File: config.mk
export PLATFORM = sky130hd
export DESIGN_NAME = display_timing_gen_flat
export DESIGN_NICKNAME = d
export VERILOG_FILES = /design/src/rtl/display_timing_gen_if.sv /design/src/rtl/display_timing_gen.sv /design/src/flat_wrapper.sv
export SDC_FILE = /design/constraint.sdc
export NUM_CORES = 1
export LEC_CHECK = 0
export ABC_AREA = 1
export ABC_CLOCK_PERIOD_IN_PS = 2590
export BUFFER_PORTS_ARGS = -buffer_cell sky130_fd_sc_hd__buf_2
export CORE_MARGIN = 3
export CORE_UTILIZATION = 55
export DETAILED_ROUTE_END_ITERATION = 7
export GPL_TIMING_DRIVEN = 0
export PLACE_DENSITY = 0.82
export SKIP_LAST_GASP = 1
export SYNTH_ARGS = -nofsm -noshare
export SYNTH_HDL_FRONTEND = slang
export SYNTH_SLANG_ARGS = --single-unit
File: constraint.sdc
create_clock -name clk -period 2.59 [get_ports clk]
set_clock_uncertainty 0.1 [all_clocks]
set_input_delay 0.518 -clock clk [delete_from_list [all_inputs] [get_ports clk]]
set_output_delay 0.518 -clock clk [all_outputs]
set_load 0.01 [all_outputs]
File: src/rtl/display_timing_gen_if.sv
// Scan-timing bundle from the raster generator to the map RAM / colour pipeline.
interface display_timing_gen_if;
  logic        hsync;
  logic        vsync;
  logic        enableVideo;
  logic [9:0]  pixelRow;
  logic [9:0]  pixelColumn;
  logic [14:0] worldAddr;
  logic        frameStart;

  modport master (
    output hsync, vsync, enableVideo, pixelRow, pixelColumn, worldAddr, frameStart
  );

  modport slave (
    input  hsync, vsync, enableVideo, pixelRow, pixelColumn, worldAddr, frameStart
  );
endinterface

File: src/rtl/display_timing_gen.sv
// VGA raster counters with video-enable and sync outputs delay-matched to the
// map RAM read and the registered colour stage.
module display_timing_gen #(
  parameter int unsigned H_ACTIVE = 640,
  parameter int unsigned H_FP     = 16,
  parameter int unsigned H_SYNC   = 96,
  parameter int unsigned H_BP     = 48,
  parameter int unsigned V_ACTIVE = 480,
  parameter int unsigned V_FP     = 10,
  parameter int unsigned V_SYNC   = 2,
  parameter int unsigned V_BP     = 33,
  parameter int unsigned VID_DLY  = 1,
  parameter int unsigned SYNC_DLY = 2
) (
  input  logic                 clk,
  input  logic                 reset_n,
  display_timing_gen_if.master vga
);

  localparam int unsigned H_TOTAL = H_ACTIVE + H_FP + H_SYNC + H_BP;
  localparam int unsigned V_TOTAL = V_ACTIVE + V_FP + V_SYNC + V_BP;

  localparam logic [9:0] H_LAST = 10'(H_TOTAL - 1);
  localparam logic [9:0] V_LAST = 10'(V_TOTAL - 1);
  localparam logic [9:0] H_ACT  = 10'(H_ACTIVE);
  localparam logic [9:0] V_ACT  = 10'(V_ACTIVE);
  localparam logic [9:0] HS_BEG = 10'(H_ACTIVE + H_FP);
  localparam logic [9:0] HS_END = 10'(H_ACTIVE + H_FP + H_SYNC - 1);
  localparam logic [9:0] VS_BEG = 10'(V_ACTIVE + V_FP);
  localparam logic [9:0] VS_END = 10'(V_ACTIVE + V_FP + V_SYNC - 1);

  logic [9:0] col_q, col_d;
  logic [9:0] row_q, row_d;
  logic       frame_start_q, frame_start_d;
  logic       active, hs_raw, vs_raw;

  always_comb begin
    col_d = (col_q == H_LAST) ? '0 : col_q + 10'd1;
    row_d = row_q;
    if (col_q == H_LAST) begin
      row_d = (row_q == V_LAST) ? '0 : row_q + 10'd1;
    end
    // Registered decode of the next position, so the pulse lines up with (0,0).
    frame_start_d = (col_d == '0) && (row_d == '0);
    active = (col_q < H_ACT) && (row_q < V_ACT);
    hs_raw = !((col_q >= HS_BEG) && (col_q <= HS_END));
    vs_raw = !((row_q >= VS_BEG) && (row_q <= VS_END));
  end

  always_ff @(posedge clk or negedge reset_n) begin
    if (!reset_n) begin
      col_q         <= '0;
      row_q         <= '0;
      frame_start_q <= 1'b1;
    end else begin
      col_q         <= col_d;
      row_q         <= row_d;
      frame_start_q <= frame_start_d;
    end
  end

  generate
    if (VID_DLY == 0) begin : g_vid_pass
      assign vga.enableVideo = active;
    end else begin : g_vid_pipe
      logic [VID_DLY-1:0] vid_q, vid_d;
      always_comb begin
        vid_d[0] = active;
        for (int unsigned i = 1; i < VID_DLY; i++) vid_d[i] = vid_q[i-1];
      end
      always_ff @(posedge clk or negedge reset_n) begin
        if (!reset_n) vid_q <= '0;
        else          vid_q <= vid_d;
      end
      assign vga.enableVideo = vid_q[VID_DLY-1];
    end

    if (SYNC_DLY == 0) begin : g_sync_pass
      assign vga.hsync = hs_raw;
      assign vga.vsync = vs_raw;
    end else begin : g_sync_pipe
      logic [SYNC_DLY-1:0] hs_q, hs_d, vs_q, vs_d;
      always_comb begin
        hs_d[0] = hs_raw;
        vs_d[0] = vs_raw;
        for (int unsigned i = 1; i < SYNC_DLY; i++) begin
          hs_d[i] = hs_q[i-1];
          vs_d[i] = vs_q[i-1];
        end
      end
      // Reset to idle-high so a reset mid-pulse releases sync immediately.
      always_ff @(posedge clk or negedge reset_n) begin
        if (!reset_n) begin
          hs_q <= '1;
          vs_q <= '1;
        end else begin
          hs_q <= hs_d;
          vs_q <= vs_d;
        end
      end
      assign vga.hsync = hs_q[SYNC_DLY-1];
      assign vga.vsync = vs_q[SYNC_DLY-1];
    end
  endgenerate

  assign vga.pixelRow    = row_q;
  assign vga.pixelColumn = col_q;
  assign vga.worldAddr   = {row_q[8:2], col_q[9:2]};
  assign vga.frameStart  = frame_start_q;

endmodule

File: src/flat_wrapper.sv
// flat-port wrapper written by rule: the top's interface ports become plain ports
module display_timing_gen_flat 
#(
  parameter int unsigned H_ACTIVE = 640,
  parameter int unsigned H_FP     = 16,
  parameter int unsigned H_SYNC   = 96,
  parameter int unsigned H_BP     = 48,
  parameter int unsigned V_ACTIVE = 480,
  parameter int unsigned V_FP     = 10,
  parameter int unsigned V_SYNC   = 2,
  parameter int unsigned V_BP     = 33,
  parameter int unsigned VID_DLY  = 1,
  parameter int unsigned SYNC_DLY = 2
)
  (clk, reset_n, vga_hsync, vga_vsync, vga_enableVideo, vga_pixelRow, vga_pixelColumn, vga_worldAddr, vga_frameStart);
  display_timing_gen_if vga_i ();
  input  logic clk;
  input  logic reset_n;
  output wire logic [$bits(vga_i.hsync)-1:0] vga_hsync;
  output wire logic [$bits(vga_i.vsync)-1:0] vga_vsync;
  output wire logic [$bits(vga_i.enableVideo)-1:0] vga_enableVideo;
  output wire logic [$bits(vga_i.pixelRow)-1:0] vga_pixelRow;
  output wire logic [$bits(vga_i.pixelColumn)-1:0] vga_pixelColumn;
  output wire logic [$bits(vga_i.worldAddr)-1:0] vga_worldAddr;
  output wire logic [$bits(vga_i.frameStart)-1:0] vga_frameStart;
  assign vga_hsync = vga_i.hsync;
  assign vga_vsync = vga_i.vsync;
  assign vga_enableVideo = vga_i.enableVideo;
  assign vga_pixelRow = vga_i.pixelRow;
  assign vga_pixelColumn = vga_i.pixelColumn;
  assign vga_worldAddr = vga_i.worldAddr;
  assign vga_frameStart = vga_i.frameStart;
  display_timing_gen #(.H_ACTIVE(H_ACTIVE), .H_FP(H_FP), .H_SYNC(H_SYNC), .H_BP(H_BP), .V_ACTIVE(V_ACTIVE), .V_FP(V_FP), .V_SYNC(V_SYNC), .V_BP(V_BP), .VID_DLY(VID_DLY), .SYNC_DLY(SYNC_DLY)) u_core (.clk(clk), .reset_n(reset_n), .vga(vga_i));
endmodule
==> results of run 1 <==
[flip-flops by register name (all words and copies together) (netlist names)]
signal and count:
u_core.g_sync_pipe.vs_q 2, u_core.vga.pixelColumn 10, u_core.vga.frameStart 1, u_core.vga.pixelRow 10, u_core.vga.enableVideo 1, u_core.g_sync_pipe.hs_q 2
[kinds of logic after synthesis]
family | count (synthesis) | share of synthesized area [%]
compound gates | 6 | 2.40
flops | 26 | 40.6
xor+xnor | 1 | 0.541
buf+inv | 54 | 16.6
fa+ha+maj | 6 | 4.64
simple gates | 127 | 35.3
[area by class of cell]
| cell class | instances | area [um2] |
|---|---|---|
| Inverter | 37 | 139 |
| Tap cell | 31 | 38.8 |
| Clock buffer | 4 | 26.3 |
| Sequential cell | 26 | 657 |
| Timing Repair Buffer | 40 | 200 |
| Fill cell | 258 | 898 |
| Buffer | 17 | 129 |
| Multi-Input combinational cell | 140 | 693 |
[worst paths after layout]
kind | from | end | slack [ns]
max | u_core.vga.pixelColumn[0] | u_core.vga.frameStart | 0.61
min | reset_n | u_core.vga.pixelColumn[6] | 0.07
min in group clk | u_core.g_sync_pipe.vs_q[0] | u_core.g_sync_pipe.vs_q[1] | 0.26
max reg2reg | u_core.vga.pixelColumn[0] | u_core.vga.frameStart | 0.61
min reg2reg | u_core.g_sync_pipe.vs_q[0] | u_core.g_sync_pipe.vs_q[1] | 0.26
max in group asynchronous | reset_n | u_core.vga.pixelRow[5] | 1.93
[Yosys cell counts]
cell type | count | share of area, %
o21a_1 | 1 | 0.46
nor2_2 | 2 | 0.77
a2111oi_0 | 1 | 0.54
o211ai_1 | 1 | 0.46
dfrtp_1 | 21 | 32
nand3_4 | 1 | 1.1
o21ai_0 | 3 | 0.93
nand2_1 | 60 | 14
or2_4 | 1 | 0.54
buf_2 | 1 | 0.31
nor2_1 | 29 | 6.7
nand4_1 | 3 | 1.2
or2_2 | 1 | 0.39
nor2_4 | 2 | 1.4
inv_1 | 34 | 7.9
nand3_1 | 20 | 6.2
inv_2 | 3 | 0.70
nand2_2 | 3 | 1.2
buf_6 | 1 | 0.70
ha_1 | 6 | 4.6
nor4_1 | 1 | 0.39
dfstp_2 | 5 | 8.1
nor3_1 | 3 | 0.93
buf_4 | 15 | 7.0
nand3_2 | 1 | 0.62
xor2_1 | 1 | 0.54
[power by group]
part           switching [mW]  total [mW]  internal, mW
combinational         0.00754     0.00808      0.000539
sequential                  0       0.406         0.406
clock                   0.117       0.177        0.0603
[layout by cell type (no fill, tap or decap)]
cell type | Yosys | final
a2111oi_0 | 1 | 1
buf_2 | 1 | 41
buf_4 | 15 | 15
buf_6 | 1 | 1
clkbuf_1 | 0 | 1
clkbuf_4 | 0 | 3
dfrtp_1 | 21 | 21
dfstp_2 | 5 | 5
ha_1 | 6 | 6
inv_1 | 34 | 34
inv_2 | 3 | 3
nand2_1 | 60 | 60
nand2_2 | 3 | 3
nand3_1 | 20 | 20
nand3_2 | 1 | 1
nand3_4 | 1 | 1
nand4_1 | 3 | 3
nor2_1 | 29 | 29
nor2_2 | 2 | 2
nor2_4 | 2 | 2
nor3_1 | 3 | 3
nor4_1 | 1 | 1
o211ai_1 | 1 | 1
o21a_1 | 1 | 1
o21ai_0 | 3 | 3
or2_2 | 1 | 1
or2_4 | 1 | 1
xor2_1 | 1 | 1
[layer usage]
metal / vias up / GRT usage (%) / wire length, um
li1: 744 / - / -
met1: 622 / 27.9 / 1560
met2: 45 / 26.7 / 1460
met3: 5 / 3.89 / 186
met4: 0 / 3.80 / 34
met5: - / 0 / 0
[metrics by stage]
step / instance area, um2 / power, mW / worst slack [ns] / hold slack [ns]
finish: 1880 / 0.592 / 0.607 / 0.0726
global route: 1880 / 0.612 / 0.493 / 0.0912
CTS: 1880 / 0.597 / 0.622 / 0.0890
detailed placement: 1860 / 0.423 / 0.670 / 0.247
global placement: 1860 / 0.422 / 0.667 / 0.246
floorplan: 1620 / 0.414 / 0.851 / 0.122
==> reports/qor.txt, run 1 <==
Final core utilization: 67.7%
Cell area after synthesis: 0.00162 mm2
Maximum VDD drop: 0.517 mV
Worst Setup Start Kind: flip-flop
Die height: 60.2 um
Die width: 60.2 um
DRC viols: 0
Worst Reg2Reg Path Length in Cells: 10
Detail Route Antenna Nets: 0
CORE AREA: 0.00278 mm2
Resized cells post-CTS: 0
# IOs: 41
CTS clk-pin slew, worst paths: 0.14 ns
Critical path endpoint category: flip-flop
Mean post-synth cell area: 7.35 um2
Cell family with most CP delay: simple AND/OR/NAND/NOR gates
Clock Latency Late Sink: 0.32 ns
# hold bufs at CTS: 0
TritonCTS clock tree: yes
Deepest clock path buffer count: 2
Final setup fails: 0
CP Data Arrival Time: 2.16 ns
Measured slew at the worst slew-check pin: 0.574 ns
First-pass GRT wire length: 5.02 mm
GRT Total Usage: 18.4%
Total iterations of the first detailed-routing run: 4
Starting density of the core: 58.2%
Max cap viols: 0
Grt total ovfl: 0
CP Buf/Inv Count: 0
Minimum clock period after layout: 1.98 ns
Synth cell types: 26
Worst path depth: 10
Final Hold Viols: 0
Vias/cell: 4.80
Power Dens Cells: 314 mW/mm2
Yosys warning count: 0
Post-CTS setup buffer count: 0
Die Area: 0.00363 mm2
Cell count after synthesis: 220
Register bit total from synthesis: 26
GPL Wtd Cong: 0.928
CP required: 2.76 ns
IO buf count: 40
CP cell instances: ha_1 > nand2_2 > nor2_4 > nand3_4 > or2_4 > nand2_1 > nor2_1 > nor2_1 > nand2_1 > nor2_1
Max_slew headroom: 61.7%
Htree depth: 1
Root buf cell: clkbuf_4
Total CTS buffers: 3
Slew Limit Fails: 0
Setup TNS: 0 ns
Antenna Cells: 0
Syn_nets: 228
Area delta synth->final: 16.4%
Slowest cell on crit path: dfrtp_1
Register area share after synthesis: 40.6%
Max Fclk: 504 MHz
Initial antenna violation count: 0
Worst path most repeated cell: nor2_1
TritonCTS Sinks: 26
Final cell count without fillers: 295
Tcrit/Tclk final: 76.6%
Initial DRC count: 57
Crit path largest cell delay: 0.47 ns
Class of the worst hold path: primary input to asynchronous set/reset pin
Static leakage: 1.13 nW
# rows: 19
Vias in the first global route: 1120
Largest net degree at the start of global routing: 27
Routed length per instance: 11.0 um
Share of layout cells above drive strength 1: 29.9%
Final nets: 273
Worst setup path category: flip-flop to flip-flop
Outcome: completed
Total placed cells including tap cells: 291
Final WL: 3.24 mm
HPWL after DPL: 2.45 mm
CP Max Fanout: 10
Unrepaired setup endpoints after global routing: false
Via count: 1416
Note: power is estimated with default switching activity, not from simulation.
==> run 2, diff against run 1 <==
--- a/config.mk
+++ b/config.mk
@@ -6,13 +6,13 @@
 export NUM_CORES = 1
 export LEC_CHECK = 0
 export ABC_AREA = 1
-export ABC_CLOCK_PERIOD_IN_PS = 2590
+export ABC_CLOCK_PERIOD_IN_PS = 1840
 export BUFFER_PORTS_ARGS = -buffer_cell sky130_fd_sc_hd__buf_2
 export CORE_MARGIN = 3
-export CORE_UTILIZATION = 55
+export CORE_UTILIZATION = 52
 export DETAILED_ROUTE_END_ITERATION = 7
 export GPL_TIMING_DRIVEN = 0
-export PLACE_DENSITY = 0.82
+export PLACE_DENSITY = 0.78
 export SKIP_LAST_GASP = 1
 export SYNTH_ARGS = -nofsm -noshare
 export SYNTH_HDL_FRONTEND = slang
==> constraint.sdc (replaced) <==
create_clock -name clk -period 1.84 [get_ports clk]
set_clock_uncertainty 0.1 [all_clocks]
set_input_delay 0.368 -clock clk [delete_from_list [all_inputs] [get_ports clk]]
set_output_delay 0.368 -clock clk [all_outputs]
set_load 0.01 [all_outputs]
==> run 2 against run 1 <==
- routed wire length rose by 15%
- largest cell class unchanged
- worst setup slack got worse by 0.59 ns
- via count rose by 11%
- highest routed layer unchanged
- largest power group unchanged
==> reports/qor.txt, run 2 (synthesis results as in run 1) <==
Outcome: completed
Worst Reg2Reg Path Length in Cells: 11 (+1)
Static leakage: 1.25 nW (+11%)
Switching fraction of total power: 22.4% (+1.3 points)
Max Fclk: 550 MHz (+9.0%)
Htree depth: 1 (unchanged)
Maximum VDD drop: 0.418 mV (-19%)
Worst hold start: u_core.g_sync_pipe.vs_q[0]
TritonCTS Sinks: 26 (unchanged)
Total CTS buffers: 3 (unchanged)
Final WL: 3.73 mm (+15%)
RR Endpoint: u_core.vga.frameStart
Slowest cell on crit path: dfrtp_1
Max cap viols: 0 (unchanged)
GRT Total Usage: 19.4% (+1.0 points)
Wire length on met1: 1.83 mm (+17%)
Setup TNS: 0 ns (unchanged)
Detailed route wirelength on metal3: 194 um (+4.3%)
Unrepaired setup endpoints after global routing: true
Max layer used: met4
Vias/cell: 5.05 (+5.3%)
Detail Route Antenna Nets: 0 (unchanged)
Total placed cells including tap cells: 291 (unchanged)
Internal Dissipation: 696 uW (+49%)
Dpl ws: -0.121 ns (-0.791 ns)
Most frequent cells in the layout: 54 x nand2_1, 41 x buf_2, 32 x inv_1, 28 x buf_4, 24 x nor2_1
Root buf cell: clkbuf_4
Final instance area: 0.00212 mm2 (+13%)
Final cell count without fillers: 311 (+5.4%)
Hold path cells: 0
TritonCTS clock tree: yes
Class of the worst hold path: flip-flop to flip-flop
Clock Latency Late Sink: 0.34 ns (+0.02 ns)
Final setup fails: 0 (unchanged)
Worst Setup Start Kind: flip-flop
CP Data Arrival Time: 2.00 ns (-0.16 ns)
Initial antenna violation count: 0 (unchanged)
First-pass GRT wire length: 5.38 mm (+7.1%)
Die width: 61.8 um (+2.6%)
Starting density of the core: 56.7% (-1.5 points)
GPL Wtd Cong: 0.914 (-1.5%)
Critical path endpoint category: flip-flop
WL met2: 1.63 mm (+11%)
End point of the worst hold path: u_core.g_sync_pipe.vs_q[1]
Seq pwr share: 63.8% (-4.9 points)
Worst setup path category: flip-flop to flip-flop
CP required: 2.02 ns (-0.74 ns)
Final nets: 289 (+5.9%)
Minimum clock period after layout: 1.82 ns (-0.164 ns)
Vias in the first global route: 1204 (+7.5%)
CTS clk-pin slew, worst paths: 0.15 ns (about the same)
RR Startpoint: u_core.vga.pixelColumn[0]
Share of layout cells above drive strength 1: 42.1% (+12 points)
Tcrit/Tclk final: 98.9% (+22 points)
Total iterations of the first detailed-routing run: 4 (unchanged)
Measured slew at the worst slew-check pin: 0.588 ns (+0.0140 ns)
Deepest clock path buffer count: 2 (unchanged)
CORE AREA: 0.00285 mm2 (+2.6%)
DRC viols: 0 (unchanged)
Worst setup margin: 0.0210 ns (-0.586 ns)
Final core utilization: 74.5% (+6.8 points)
Comb pwr share: 1.5% (about the same)
R2R setup slack: 0.02 ns (-0.59 ns)
Routed length per instance: 12.0 um (+9.1%)
Antenna Cells: 0 (unchanged)
Crit path largest cell delay: 0.42 ns (-0.05 ns)
Initial DRC count: 79 (+39%)
CP cell instances: buf_4 > nand3_1 > nor2_4 > nand3_1 > nand2_1 > nand2_2 > inv_1 > nand3_2 > nor2_1 > nand2_1 > nor2_1
Die height: 61.8 um (+2.6%)
Final Hold Viols: 0 (unchanged)
Sequential standard cell area: 661 um2 (+0.57%)
Die Area: 0.00382 mm2 (+5.2%)
Placed inst area: 0.00186 mm2 (unchanged)
CP Max Fanout: 6 (-4)
Filler cells: 226 (-12%)
Commonest non-fill, non-tap cell in the layout: nand2_1
Grt total ovfl: 0 (unchanged)
Share of total power in the clock network: 34.7% (+4.7 points)
Slew Limit Fails: 0 (unchanged)
Area delta synth->final: 31.3%
HPWL after DPL: 2.43 mm (-0.65%)
Multi-input logic area: 791 um2 (+14%)
# rows: 19 (unchanged)
IO buf count: 40 (unchanged)
Max_slew headroom: 60.8% (-0.93 points)
Largest net degree at the start of global routing: 27 (unchanged)
Sw Pwr: 201 uW (+61%)
Power Dens Cells: 422 mW/mm2 (+34%)
Via count: 1572 (+11%)
# IOs: 41 (unchanged)
[run 2: layout make-up]
class | count | area share (%)
Multi-Input combinational cell | 140 | 37.2
Sequential cell | 26 | 31.1
Timing Repair Buffer | 56 | 15.4
Inverter | 37 | 6.54
Buffer | 17 | 6.18
Tap cell | 31 | 1.83
Clock buffer | 4 | 1.71
[run 2: stage by stage]
step	hold slack, ns	power, mW
floorplan	-0.0276	0.582
global placement	0.246	0.595
detailed placement	0.249	0.595
CTS	0.269	0.894
global route	0.274	0.924
finish	0.268	0.897
[run 2: worst max path at each step]
| stage | startpoint | end | slack [ns] | cells after the start |
|---|---|---|---|---|
| finish | u_core.vga.pixelColumn[0] | u_core.vga.frameStart | 0.02 | 11 |
| global route | u_core.vga.pixelColumn[0] | u_core.vga.frameStart | -0.09 | 11 |
| global placement | u_core.vga.pixelColumn[0] | u_core.vga.frameStart | -0.09 | 10 |
| floorplan | u_core.vga.pixelColumn[0] | u_core.vga.frameStart | 0.10 | 10 |
| detailed placement | u_core.vga.pixelColumn[0] | u_core.vga.frameStart | -0.12 | 10 |
| CTS | u_core.vga.pixelRow[0] | u_core.vga.frameStart | 0.02 | 11 |
[run 2: per-layer routing]
metal	up-vias	global-route usage [%]
met4	0	7.27
met1	727	28.4
met3	8	3.31
li1	779	-
met5	-	0
met2	58	28.6
[run 2: timing repair]
action                                 in CTS  in global routing
pin swaps                                   1                 15
endpoints found under the hold margin      21                  0
hold buffers                                1                  0
gates resized for setup                     3                 30
gates cloned                                0                  1
setup endpoints to repair                   1                  1
setup buffers                               6                  8
[run 2: power by group through the flow]
stage                     Clock (mW)  Combinational [mW]  Sequential [mW]
final                          0.311              0.0132            0.572
after global placement             0              0.0125            0.582
after detailed placement           0              0.0129            0.582
after global routing           0.336              0.0156            0.572
after CTS                      0.307              0.0144            0.572
after floorplan                    0         0.000000590            0.582
[run 2: critical path, delay by kind of cell, from the launching register on]
| kind | cells | cell delay (ns) |
|---|---|---|
| DFF | 1 | 0.42 |
| and+or+nand+nor | 9 | 1.01 |
| buffers and inverters | 2 | 0.22 |
